### config.mk
export PLATFORM = sky130hd
export DESIGN_NAME = dmem_access_unit
export DESIGN_NICKNAME = d
export VERILOG_FILES = /design/src/rtl/dmem_access_unit.sv
export SDC_FILE = /design/constraint.sdc
export NUM_CORES = 1
export LEC_CHECK = 0
export ABC_AREA = 1
export CAP_MARGIN = 30
export CORE_MARGIN = 2
export CORE_UTILIZATION = 47
export CTS_CLUSTER_DIAMETER = 200
export CTS_CLUSTER_SIZE = 24
export DETAILED_ROUTE_END_ITERATION = 8
export GPL_TIMING_DRIVEN = 0
export MAX_ROUTING_LAYER = met4
export PLACE_DENSITY = 0.86
export REMOVE_ABC_BUFFERS = 1
export SYNTH_ARGS = -nofsm -noshare
export SYNTH_HDL_FRONTEND = slang
export SYNTH_SLANG_ARGS = --single-unit
### constraint.sdc
create_clock -name clk -period 4.1 [get_ports clk]
set_input_delay 0.82 -clock clk [delete_from_list [all_inputs] [get_ports clk]]
set_output_delay 0.82 -clock clk [all_outputs]
set_load 0.02 [all_outputs]
### src/rtl/dmem_access_unit.sv
// MEM-stage data memory access engine: registered request/response handshake with
// byte-lane alignment, load extension, misalignment detection and response timeout.
module dmem_access_unit #(
  parameter int DATA_W  = 32,
  parameter int ADDR_W  = 32,
  parameter int TIMEOUT = 0
) (
  input  logic                clk,
  input  logic                rst,
  input  logic                req_valid,
  input  logic                req_load,
  input  logic                req_store,
  input  logic [2:0]          funct3,
  input  logic [ADDR_W-1:0]   req_addr,
  input  logic [DATA_W-1:0]   req_wdata,
  input  logic                flush,
  output logic [ADDR_W-1:0]   dmem_addr,
  output logic                dmem_read,
  output logic                dmem_write,
  output logic [DATA_W/8-1:0] dmem_wmask,
  output logic [DATA_W-1:0]   dmem_wdata,
  input  logic [DATA_W-1:0]   dmem_rdata,
  input  logic                dmem_resp,
  output logic                stall,
  output logic                resp_valid,
  output logic [DATA_W-1:0]   load_data,
  output logic                misaligned,
  output logic                timeout_err,
  output logic [DATA_W/8-1:0] rmask,
  output logic [DATA_W/8-1:0] wmask
);

  // state | meaning
  // IDLE  | waiting for a load/store from EX/MEM
  // BUSY  | strobes asserted, waiting for dmem_resp or timeout
  // DONE  | completion cycle, result and flags presented
  localparam int NB    = DATA_W / 8;
  localparam int OFF_W = $clog2(NB);
  localparam int CNT_W = (TIMEOUT > 0) ? $clog2(TIMEOUT) + 1 : 1;

  localparam logic [1:0] S_IDLE = 2'd0;
  localparam logic [1:0] S_BUSY = 2'd1;
  localparam logic [1:0] S_DONE = 2'd2;

  logic [1:0]       state;
  logic             killed;
  logic             mis_r;
  logic             to_r;
  logic             lat_load;
  logic [2:0]       lat_f3;
  logic [OFF_W-1:0] lat_off;
  logic [CNT_W-1:0] wait_cnt;

  logic [OFF_W-1:0]  off;
  logic [2:0]        off3;
  logic              illegal;
  logic              unaligned;
  logic              misal;
  logic              accept;
  logic [NB-1:0]     mask;
  logic [DATA_W-1:0] wdata_sh;
  logic [DATA_W-1:0] rd_sh;
  logic [DATA_W-1:0] ld_ext;
  logic              ext_msb;

  assign off    = req_addr[OFF_W-1:0];
  assign off3   = 3'(off);
  assign accept = req_valid & (req_load | req_store) & ~flush;

  always_comb begin
    illegal = 1'b0;
    if (req_load) begin
      case (funct3)
        3'b000, 3'b001, 3'b010, 3'b100, 3'b101: illegal = 1'b0;
        3'b011, 3'b110:                         illegal = (DATA_W != 64);
        default:                                illegal = 1'b1;
      endcase
    end else begin
      case (funct3)
        3'b000, 3'b001, 3'b010: illegal = 1'b0;
        3'b011:                 illegal = (DATA_W != 64);
        default:                illegal = 1'b1;
      endcase
    end
  end

  always_comb begin
    case (funct3[1:0])
      2'b00:   unaligned = 1'b0;
      2'b01:   unaligned = off3[0];
      2'b10:   unaligned = |off3[1:0];
      default: unaligned = |off3;
    endcase
  end

  assign misal = illegal | unaligned;

  always_comb begin
    mask = '0;
    for (int i = 0; i < NB; i++) begin
      mask[i] = (i >= int'(off3)) && (i < int'(off3) + (1 << funct3[1:0]));
    end
  end

  assign wdata_sh = req_wdata << {off, 3'b000};

  // Extension is driven by the latched request since the live inputs have moved on.
  always_comb begin
    rd_sh = dmem_rdata >> {lat_off, 3'b000};
    case (lat_f3[1:0])
      2'b00:   ext_msb = rd_sh[7];
      2'b01:   ext_msb = rd_sh[15];
      2'b10:   ext_msb = rd_sh[31];
      default: ext_msb = 1'b0;
    endcase
    ld_ext = rd_sh;
    for (int i = 0; i < DATA_W; i++) begin
      if (i >= (8 << lat_f3[1:0])) ld_ext[i] = ext_msb & ~lat_f3[2];
    end
  end

  assign stall       = ((state == S_IDLE) & accept) | (state == S_BUSY);
  assign resp_valid  = (state == S_DONE) & ~killed;
  assign misaligned  = mis_r & ~killed;
  assign timeout_err = to_r & ~killed;

  always_ff @(posedge clk) begin
    if (rst) begin
      state      <= S_IDLE;
      killed     <= 1'b0;
      mis_r      <= 1'b0;
      to_r       <= 1'b0;
      lat_load   <= 1'b0;
      lat_f3     <= '0;
      lat_off    <= '0;
      wait_cnt   <= '0;
      dmem_addr  <= '0;
      dmem_read  <= 1'b0;
      dmem_write <= 1'b0;
      dmem_wmask <= '0;
      dmem_wdata <= '0;
      load_data  <= '0;
      rmask      <= '0;
      wmask      <= '0;
    end else begin
      case (state)
        S_IDLE: begin
          killed <= 1'b0;
          if (accept) begin
            load_data <= '0;
            if (misal) begin
              state <= S_DONE;
              mis_r <= 1'b1;
              rmask <= '0;
              wmask <= '0;
            end else begin
              state      <= S_BUSY;
              lat_load   <= req_load;
              lat_f3     <= funct3;
              lat_off    <= off;
              wait_cnt   <= '0;
              dmem_addr  <= {req_addr[ADDR_W-1:OFF_W], {OFF_W{1'b0}}};
              dmem_read  <= req_load;
              dmem_write <= req_store;
              dmem_wmask <= req_store ? mask : '0;
              dmem_wdata <= wdata_sh;
              rmask      <= req_load ? mask : '0;
              wmask      <= req_store ? mask : '0;
            end
          end
        end
        S_BUSY: begin
          if (flush) killed <= 1'b1;
          if (dmem_resp) begin
            state      <= S_DONE;
            dmem_read  <= 1'b0;
            dmem_write <= 1'b0;
            if (lat_load) load_data <= ld_ext;
          end else if ((TIMEOUT != 0) && (wait_cnt == CNT_W'(TIMEOUT - 1))) begin
            state      <= S_DONE;
            to_r       <= 1'b1;
            dmem_read  <= 1'b0;
            dmem_write <= 1'b0;
            load_data  <= '0;
          end else begin
            wait_cnt <= wait_cnt + 1'b1;
          end
        end
        default: begin
          state  <= S_IDLE;
          killed <= 1'b0;
          mis_r  <= 1'b0;
          to_r   <= 1'b0;
          rmask  <= '0;
          wmask  <= '0;
        end
      endcase
    end
  end

endmodule

==> results.cfg <==
[power_and_ir_drop]
power_mw = 3.24
p_sw_frac = 0.257
power.density_mw_per_mm2 = 391
seqPwrFrac = 0.368
clock_power_share = 0.483
intPower_mw = 2.41
p_leak_nw = 3.08
p_comb_frac = 0.148
power.switching_uw = 830
vdd_drop_max_v = 0.000394

[clock_tree]
clockBufferDepth = 2
clk-insertion-delay-late_ns = 0.42
cts_made_buffers = 17
clk_pin_slew_ns = 0.06
tritoncts = done
holdBufCountCts = 0
htreeDepth = 4
cts_root_buf = clkbuf_16
post_cts_buffers = 0
post_cts_resized = 0
numClockSinks = 118

[floorplan]
die_x_um = 111
core_mm2 = 0.0113
dieHeight_um = 111
rows = 39
start_util = 0.478
die_area_mm2 = 0.0124
io_pins = 220

[timing]
finClkSkew_ns = 0.00387
setup_slack_ns = 0.482
fin_crit_ns = 3.62
tightest_slew_ns = 1.01
rsz0062_at_grt = no
max_freq_mhz = 276
drv_slew = 0
period_share = 0.882
slew_headroom = 0.325
hold_viol_final = 0
setup_viol = 0

[final_layout]
area_delta_synth_final_pct = 53.0
layout_common_cells = 292 x nand2_1, 215 x clkdlybuf4s50_1, 127 x a21oi_1, 118 x dfxtp_1, 47 x o21ai_0
nFillCells = 869
antennaDiodeCount = 0
layout_commonest_cell = nand2_1
utilization = 0.731
multi_input_area_mm2 = 0.00260
seqCellArea_mm2 = 0.00236
fin_nets = 1087
final_area_mm2 = 0.00827
drive_gt1_frac = 0.0575
stdcell_count = 1135

[detailed_routing]
first_pass_iters = 5
drc = 0
wirelength_mm = 17.4
vias = 6006
drtAntennaViolNets = 0
post_drt_wl_per_cell_um = 15.4
viasPerCell = 5.29
drt_iter0_drc = 492

[yosys]
synthXorXnorAreaFrac = 0
ys_ff_latch = 118
synthDistinctLibCells = 33
syn-cell-area_mm2 = 0.00541
syn_area_per_cell_um2 = 6.90
synth_adder_area_share = 0.00602
yosysSeqAreaShare = 0.437
synthSimpleGateAreaFrac = 0.274
netlist_instances = 784
synth_top_family_by_area = simple AND/OR/NAND/NOR gates
synthMuxAreaShare = 0.00370
synth_compound_area_frac = 0.195
yosysWarnings = 0

[worst_hold_path]
hold_path_class = reg2reg

[worst_setup_path]
end_kind = flip-flop
worst_ep_arrival_time_ns = 3.95
cp-start-kind = input pin
crit_fanout = 77
cp.required_ns = 4.44
path_class = in2reg

[grt]
grt_pass1_vias = 5851
grt_overflow = 0
grt_pass1_wl_mm = 27.6
antenna_found_initial = 0
grt_usage = 0.286
grt_max_degree = 78

[placed_design]
dp.cells = 1102
port_buffers = 216
dp_slack_ns = -0.120
placed_cell_area_mm2 = 0.00762
place.gp.congestion = 0.874
dp_hpwl_mm = 11.7

[run_status]
status = finished clean

[job]
cap_violations = 0
## Yosys cell counts
library cell | count | area (um^2)
nor2_4 | 5 | 56.3
nand3_2 | 1 | 10.0
nor3_1 | 1 | 5.00
inv_1 | 41 | 154
clkinv_1 | 2 | 7.51
ha_1 | 1 | 12.5
nand2_4 | 1 | 11.3
a31oi_1 | 4 | 25.0
buf_6 | 5 | 56.3
mux2i_1 | 2 | 20.0
conb_1 | 1 | 3.75
a211oi_1 | 1 | 7.51
buf_4 | 6 | 45.0
o21ai_1 | 1 | 5.00
clkbuf_1 | 24 | 90.1
nand4_1 | 3 | 18.8
buf_1 | 1 | 3.75
fa_1 | 1 | 20.0
nand3b_1 | 1 | 7.51
nand2_1 | 292 | 1100
buf_2 | 14 | 70.1
a21oi_1 | 127 | 636
nand3_1 | 31 | 155
inv_2 | 7 | 26.3
dfxtp_1 | 118 | 2360
o211ai_2 | 1 | 12.5
o21ai_0 | 47 | 235
nor3_4 | 1 | 16.3
nor2_1 | 24 | 90.1
o211ai_1 | 10 | 75.1
nand2_2 | 1 | 6.26
or2_1 | 1 | 6.26
a22oi_1 | 8 | 60.1
## area by class of cell
| type | count | area share |
|---|---|---|
| Timing Repair Buffer | 224 | 0.280 |
| Clock buffer | 19 | 0.0536 |
| Sequential cell | 118 | 0.286 |
| Tap cell | 143 | 0.0216 |
| Clock inverter | 13 | 0.0218 |
| Inverter | 50 | 0.0227 |
| Multi-Input combinational cell | 568 | 0.314 |
## logic make-up (layout without fill, tap and decap cells)
group | count (synthesis) | in the layout
buffers and inverters | 100 | 306
adder cells (fa/ha/maj) | 2 | 2
multiplexers | 2 | 2
other | 1 | 3
AND/OR/NAND/NOR | 362 | 362
flip-flops | 118 | 118
AO/OA/AOI/OAI | 199 | 199
## stage by stage
step / hold WS (ns) / TNS (ns)
final: 0.462 / 0
after detailed placement: 0.453 / -1.05
after CTS: 0.462 / 0
after floorplan: 0.444 / 0
after global routing: 0.479 / 0
after global placement: 0.448 / -55.07
## state kept, by name, summed over array words and instances, names as in the netlist
register and flops:
load_data 32, lat_f3 3, mis_r 1, state 2, dmem_read 1, wmask 4
lat_load 1, dmem_wmask 4, killed 1, dmem_write 1, rmask 4, dmem_addr 30
lat_off 2, dmem_wdata 32
## worst paths after layout
| check | start | endpoint | slack (ns) | cells after the start |
|---|---|---|---|---|
| max | req_addr[1] | dmem_wdata[0]$_SDFFE_PP0P_ | 0.48 | 11 |
| min | load_data[7]$_SDFFE_PP0P_ | load_data[7]$_SDFFE_PP0P_ | 0.46 | 2 |
| max reg2reg | lat_off[0]$_SDFFE_PP0P_ | load_data[14]$_SDFFE_PP0P_ | 1.41 | 10 |
| min reg2reg | load_data[7]$_SDFFE_PP0P_ | load_data[7]$_SDFFE_PP0P_ | 0.46 | 2 |
## power by group through the flow
stage | combinational [mW] | clock (mW) | sequential (mW)
5_1_grt | 0.526 | 1.65 | 1.19
3_5_place_dp | 0.470 | 0 | 1.22
3_3_place_gp | 0.448 | 0 | 1.22
2_1_floorplan | 0.200 | 0 | 1.24
6_report | 0.480 | 1.56 | 1.19
4_1_cts | 0.475 | 1.58 | 1.19
## routing by layer
layer	share of wire	track usage	wire [um]	vias up
met5	0	-	0	-
met4	0.028	0.126	493	0
met3	0.087	0.0946	1520	43
met2	0.49	0.485	8520	266
met1	0.40	0.303	6890	2755
li1	-	-	-	2942
## critical path, stage by stage
cell and delay (ns):
clkdlybuf4s50_1 0.66, buf_16 0.28, nor2_4 0.34, inv_2 0.13, nand2_1 0.11, nand2_2 0.11
nor2_4 0.14, nand2_4 0.45, nor2_4 0.54, nand3_1 0.12, a21oi_1 0.18
Note: power is estimated with default switching activity, not from simulation.
